**src/rtl/fifo_pkg.sv**
```systemverilog
`default_nettype none
// ============================================================================
//  Module      : fifo_pkg
//  Description : Shared widths and FSM state encoding for the FIFO read-side
//                nibble packer.
//  Revision    : 1.0 - initial release
// ============================================================================
package fifo_pkg;

    localparam int NIB_W  = 4;
    localparam int BYTE_W = 8;

    // S_LO: waiting for the low nibble of a byte.
    // S_HI: low nibble held, waiting for the high nibble.
    typedef enum logic [0:0] {
        S_LO = 1'b0,
        S_HI = 1'b1
    } pack_state_t;

endpackage : fifo_pkg
`default_nettype wire

```
**src/rtl/nibble_packer.sv**
```systemverilog
`default_nettype none
// ============================================================================
//  Module      : nibble_packer
//  Description : Pops 4-bit nibbles from a show-ahead async-FIFO read port
//                and packs each pair into a byte on a valid/ready stream.
//                The first nibble popped becomes m_data[3:0], the second
//                becomes m_data[7:4].
//  Ports       : rd_clk, rd_rst       - read-domain clock, async high reset
//                fifo_empty/fifo_data - FIFO status and show-ahead data
//                fifo_rd_en           - combinational pop strobe
//                m_valid/m_ready/m_data - registered byte output stream
//                byte_cnt             - wrapping count of accepted bytes
//                m_par                - even parity of m_data (optional)
//  Options     : PACK_PARITY_EN - adds the registered m_par output.
//  Revision    : 1.0 - initial release
// ============================================================================
module nibble_packer
    import fifo_pkg::*;
#(
    parameter int CNT_W = 16
) (
    input  logic                rd_clk,
    input  logic                rd_rst,
    input  logic                fifo_empty,
    input  logic [NIB_W-1:0]    fifo_data,
    output logic                fifo_rd_en,
    output logic                m_valid,
    input  logic                m_ready,
    output logic [BYTE_W-1:0]   m_data,
    output logic [CNT_W-1:0]    byte_cnt
`ifdef PACK_PARITY_EN
    ,
    output logic                m_par
`endif
);

    pack_state_t            r_state;
    pack_state_t            w_state_nxt;
    logic [NIB_W-1:0]       r_lo;
    logic                   r_valid;
    logic [BYTE_W-1:0]      r_data;
    logic [CNT_W-1:0]       r_cnt;
    logic                   w_pop;
    logic                   w_load;
    logic                   w_hs;

    // A low nibble can always be taken; the high nibble is only taken when
    // the output register is free or being emptied on this same edge.
    always_comb begin
        w_pop       = 1'b0;
        w_load      = 1'b0;
        w_state_nxt = r_state;
        case (r_state)
            S_LO: begin
                w_pop = ~rd_rst & ~fifo_empty;
                if (w_pop) begin
                    w_state_nxt = S_HI;
                end
            end
            S_HI: begin
                w_pop  = ~rd_rst & ~fifo_empty & (~r_valid | m_ready);
                w_load = w_pop;
                if (w_pop) begin
                    w_state_nxt = S_LO;
                end
            end
            default: begin
                w_state_nxt = S_LO;
            end
        endcase
    end

    assign w_hs = r_valid & m_ready;

    always_ff @(posedge rd_clk or posedge rd_rst) begin
        if (rd_rst) begin
            r_state <= S_LO;
            r_lo    <= '0;
            r_valid <= 1'b0;
            r_data  <= '0;
            r_cnt   <= '0;
        end else begin
            r_state <= w_state_nxt;
            if (w_pop && (r_state == S_LO)) begin
                r_lo <= fifo_data;
            end
            // A new byte loading on a handshake edge keeps m_valid high.
            if (w_load) begin
                r_data  <= {fifo_data, r_lo};
                r_valid <= 1'b1;
            end else if (w_hs) begin
                r_valid <= 1'b0;
            end
            if (w_hs) begin
                r_cnt <= r_cnt + CNT_W'(1);
            end
        end
    end

`ifdef PACK_PARITY_EN
    logic r_par;

    always_ff @(posedge rd_clk or posedge rd_rst) begin
        if (rd_rst) begin
            r_par <= 1'b0;
        end else if (w_load) begin
            r_par <= ^{fifo_data, r_lo};
        end
    end

    assign m_par = r_par;
`endif

    assign fifo_rd_en = w_pop;
    assign m_valid    = r_valid;
    assign m_data     = r_data;
    assign byte_cnt   = r_cnt;

endmodule : nibble_packer
`default_nettype wire

```
**config.mk**
```make
export PLATFORM = sky130hd
export DESIGN_NAME = nibble_packer
export DESIGN_NICKNAME = d
export VERILOG_FILES = /design/src/rtl/fifo_pkg.sv /design/src/rtl/nibble_packer.sv
export SDC_FILE = /design/constraint.sdc
export NUM_CORES = 1
export LEC_CHECK = 0
export CAP_MARGIN = 20
export CORE_MARGIN = 3
export CORE_UTILIZATION = 50
export DETAILED_ROUTE_END_ITERATION = 12
export PLACE_DENSITY = 0.83
export SLEW_MARGIN = 20
export SYNTH_ARGS = -nofsm -noshare
export SYNTH_HDL_FRONTEND = slang
export SYNTH_SLANG_ARGS = --single-unit
```
**constraint.sdc**
```tcl
create_clock -name rd_clk -period 2.2 [get_ports rd_clk]
set_clock_uncertainty 0.05 [all_clocks]
set_input_delay 0.66 -clock rd_clk [delete_from_list [all_inputs] [get_ports rd_clk]]
set_output_delay 0.66 -clock rd_clk [all_outputs]
set_load 0.005 [all_outputs]
```
# [After elaboration in Yosys (flattened, before gate mapping)]
# Index checks and enable logic that the tools add are counted.
[totals] in_bits=8 regBits=30
[classes] bitwise_logic=8 n_addsub=1 muxes=7 reduce_logical=2
[op_table] operator="adder 16 x 1 -> 16 bit, second input constant" n=1
[op_table] operator="two-way mux 1 bit" n=5
[op_table] operator="NOT 1 bit" n=4
[op_table] operator="case mux 1 bit (2 select lines)" n=2
[op_table] operator="bitwise AND 1 bit" n=3
[op_table] operator="nonzero test 2 bit" n=1
[op_table] operator="logical AND 1 bit" n=1
[op_table] operator="OR 1 bit" n=1

# [Longest topological paths before layout]
[depth] depth_word=5 ltp_mapped=5 depth_no_buf=5

# [Worst setup path after synthesis]
# OpenSTA, ideal clock, no wires.
[synth_timing] path_kind="input port to output port" start="input m_ready" end="output fifo_rd_en" stages=2 arrival_time_ps=1002 n_path_buf=0 setup_slack_ps=488 t_required_ps=1490 cell_sequence="nand2b_1 o21a_1"
[synth_between] elab_chain_cells=3
[synth_rtl] item="from (decl)" line_no="nibble_packer.sv:28" rtl="input logic m_ready,"
[synth_rtl] item="OR 1 bit" line_no="nibble_packer.sv:61" rtl="w_pop = ~rd_rst & ~fifo_empty & (~r_valid | m_ready);"
[synth_rtl] item="bitwise AND 1 bit" line_no="nibble_packer.sv:61"
[synth_rtl] item="case mux 1 bit (2 select lines)" line_no="nibble_packer.sv:53" rtl="case (r_state)"
[synth_rtl] item="to (decl)" line_no="nibble_packer.sv:26" rtl="output logic fifo_rd_en,"
# No other way between the ends.

# [Worst setup path after layout]
# Ends and elaborated chain as after synthesis.

==> impl_summary.md <==
Critical path
The sort of element at the end of the critical path is a primary output. In this design, the stage delay of the slowest critical-path cell is 250 ps. Following the worst setup path forward leads to its endpoint at fifo_rd_en. The launch point of the worst path is m_ready.

The worst setup path is of the in -> out kind. Measured in cells, the most critical reg-to-reg path has a length of 5. For this design, the slowest cell found on the critical path is sky130_fd_sc_hd__dlygate4sd2_1. Data arrives at the worst endpoint at 1420 ps.

The startpoint kind of the worst setup timing path is an input port. The data required time of the worst path is 1490 ps. The endpoint of the worst-slack reg-to-reg timing path is byte_cnt[6]. The worst register-to-register path begins at byte_cnt[0].

The critical path goes through dlygate4sd2_1 -> nand2b_4 -> o21a_1 -> clkdlybuf4s15_2. The setup slack of the most critical reg-to-reg path is 730 ps. The peak fanout along the critical path is 2.

Power
Dividing total power by cell area gives a power density of 910.6 nW/um^2. Of the total power, combinational logic draws 0.297. The net switching power of the design is 0.0004245 W. The worst-case IR drop observed on VDD is 0.0007275 V. Of the total power, the share spent switching nets is 0.2682.

Internal power comes to 0.001158 W. The share of total power dissipated in the clock network is 0.198. The static leakage power is 0.7884 nW.

The share of total power dissipated in sequential elements is 0.506.

Synth
The number of distinct library cell variants in the gate-level netlist after synthesis is 18. The number of nets produced by synthesis is 102. The synthesized area divided by synthesized cell count is 13.18 um^2. The largest total area in the synthesized netlist belongs to sky130_fd_sc_hd__dfrtp_1. The share of Yosys cell area claimed by the top area cell type is 0.6122. The sequential area share after synthesis is 0.6122. For this run, the number of Yosys warnings is 0. The mapped cell area is 1226 um^2. The total of flip-flops plus latches after synthesis is 30. By area the synthesized netlist is led by sky130_fd_sc_hd__dfrtp_1 (61%), sky130_fd_sc_hd__mux2_2 (12%), sky130_fd_sc_hd__xnor2_1 (8.6%). In the synthesized netlist, the number of instances is 93.

Detailed routing
Detailed routing inserted a total of 886 vias. Before antenna repair, the detailed router went through 4 iterations. The per-cell routed wire length is 14.56 um. The final wirelength is 2504 um. The detail route stage leaves a number of antenna-violating nets equal to 0. The remaining routing DRC violations is 0. The first routing iteration left 2 violations. In the routed layout, each cell is associated on average with a via count of 5.151.

Finish
The share of post-route cells with drive strength above 1 is 0.2569. The library cells used most frequently in the layout, excluding fill and tap cells, are sky130_fd_sc_hd__dfrtp_1 (30), sky130_fd_sc_hd__clkdlybuf4s50_1 (29), sky130_fd_sc_hd__mux2_2 (13). The repair_antennas step left the layout with diodes totalling 0.

The post-layout net count is 154. The layout has 156 filler cells. The area of combinational cells with multiple inputs is 471.7 um^2. In the final layout, flip-flops and latches occupy 750.7 um^2. The final design area excluding fillers is 1738 um^2. From synthesis to final layout, the design area changed by 41.73%. The most common library cell in the layout ignoring fill and taps is sky130_fd_sc_hd__dfrtp_1.

Global route
The via count of the first global-routing pass came to 953. Entering global routing, the biggest net connects 12 pins. The number of antenna violations at the first check in global routing is 0. The first global-routing pass estimated 4222 um of wire. The total routing usage reported by global routing is 0.1828. The residual overflow from global routing is 0.

Clock tree
The clock net in this run drives a total of 30 sinks. The number of buffers on the longest clock path is 2. The number of H-tree levels is 2. The clock root buffer is sky130_fd_sc_hd__clkbuf_4. TritonCTS built the clock tree.

The later pin in the worst-skew pair is clocked with a latency of 320 ps. The number of hold buffers added after CTS was 0. In this run, CTS created clock tree buffers numbering 5. The clock transition time at the flip-flop clock pins of the worst setup and hold paths is 80 ps.

STA
The final setup TNS is 0 ps. Setup slack closes at 72.50 ps. The shortest period the worst path allows is 2128 ps.

The count of final hold-check violations was 0. The number of max-slew violations in the final report was 0. For the pin with the worst max-slew slack, the measured transition is 384.1 ps. Setup violations remaining at the end of the flow were counted as 0. In the finished design, the share of the clock period the worst path needs comes to 0.9670. Measured against its own limit, the worst slew margin works out to 0.7437. The achievable clock frequency is 0.4700 GHz. Setup repair after global routing left no endpoint under its margin. The post-route worst hold slack is 427.3 ps.

Place
Detailed placement ended at an HPWL of 1925 um. After detailed placement, the total cell area comes to 1667 um^2. Timing analysis after detailed placement gives a worst setup slack of -380.3 ps.

The congestion estimate from routability-driven global placement came to 0.7251. The number of buffers inserted by port buffering is 33.

Hold path
The startpoint identified for the worst hold timing path is byte_cnt[15]. The worst hold path belongs to the class reg -> reg.

Floorplanning
The height of the die is 55.52 um. The die covers 3082 um^2. After floorplanning, the core was divided into 17 placement rows. For this design the top-level I/O count stands at 34.

The die is 55.52 um wide. The placeable core region is 2276 um^2. The initial standard-cell utilization of the core is 0.5388.

Run status
The flow ran to the end, and the final reports show no timing, DRC or antenna violations.

Job
The tool flagged a number of max-cap violations equal to 0.
worst min path at each step:
stage,end,slack [ps],cells past startpoint
final,byte_cnt[15],430,1
after detailed placement,byte_cnt[15],420,1
after global routing,byte_cnt[15],470,1
after CTS,byte_cnt[15],430,1
after global placement,byte_cnt[15],410,1
after floorplan,byte_cnt[15],420,1
through the flow:
stage	utilization	total power (W)	std cells
2_1_floorplan	-	0.0009839	93
6_report	0.7636	0.001583	172
5_1_grt	0.7636	0.001689	172
3_3_place_gp	0.7323	0.001263	164
3_5_place_dp	0.7323	0.001285	164
4_1_cts	0.7636	0.001607	172
area by class of cell:
class,count,share of cell area
Sequential cell,30,0.4320
Multi-Input combinational cell,60,0.2714
Inverter,3,0.006479
Timing Repair Buffer,45,0.2405
Clock buffer,6,0.02952
Tap cell,28,0.02016
cell families after synthesis:
group / Yosys count / share of synthesized area
AOI/OAI and AO/OA: 2 / 0.01224
xor gates and xnor gates: 15 / 0.1071
adders and majority gates: 1 / 0.01020
buffers and inverters: 3 / 0.009183
DFF: 30 / 0.6122
muxes: 13 / 0.1194
and+or+nand+nor: 29 / 0.1296
flip-flops by register name, summed over array words and instances (netlist names):
| name | cells |
|---|---|
| r_state | 1 |
| m_data | 8 |
| r_lo | 4 |
| byte_cnt | 16 |
| m_valid | 1 |
power by group through the flow:
stage	Clock [W]	Sequential [W]	Combinational, W
5_1_grt	0.000350	0.000823	0.000516
2_1_floorplan	0	0.000801	0.000182
3_5_place_dp	0	0.000809	0.000476
6_report	0.000313	0.000800	0.000470
4_1_cts	0.000323	0.000803	0.000481
3_3_place_gp	0	0.000802	0.000461
synth_stat cells (all sizes together):
master	instances
nand2b	1
nor3	3
nand2	7
mux2	13
nand4	4
and3	2
dfrtp	30
ha	1
o21a	2
inv	3
xor2	3
nand3	7
xnor2	12
nor2	5
metal layers:
metal,track usage,vias to the layer above,share of wire
met5,0,-,0
met4,0.09375,0,0.012
met3,0.06308,3,0.057
met2,0.3243,29,0.54
met1,0.1878,431,0.39
li1,-,423,-
critical path, delay by kind of cell:
| family | cells | cell delay [ps] |
|---|---|---|
| buffers and inverters | 2 | 450 |
| AND/OR/NAND/NOR | 1 | 140 |
| AO/OA/AOI/OAI | 1 | 160 |
repair_timing:
| action | in CTS | in global routing |
|---|---|---|
| gates resized for setup | 7 | 0 |
| endpoints found under the hold margin | 0 | 0 |
| setup endpoints to repair | 1 | 0 |
| buffers inserted | 2 | 0 |
No activity file was read; power rests on OpenSTA's default activity.
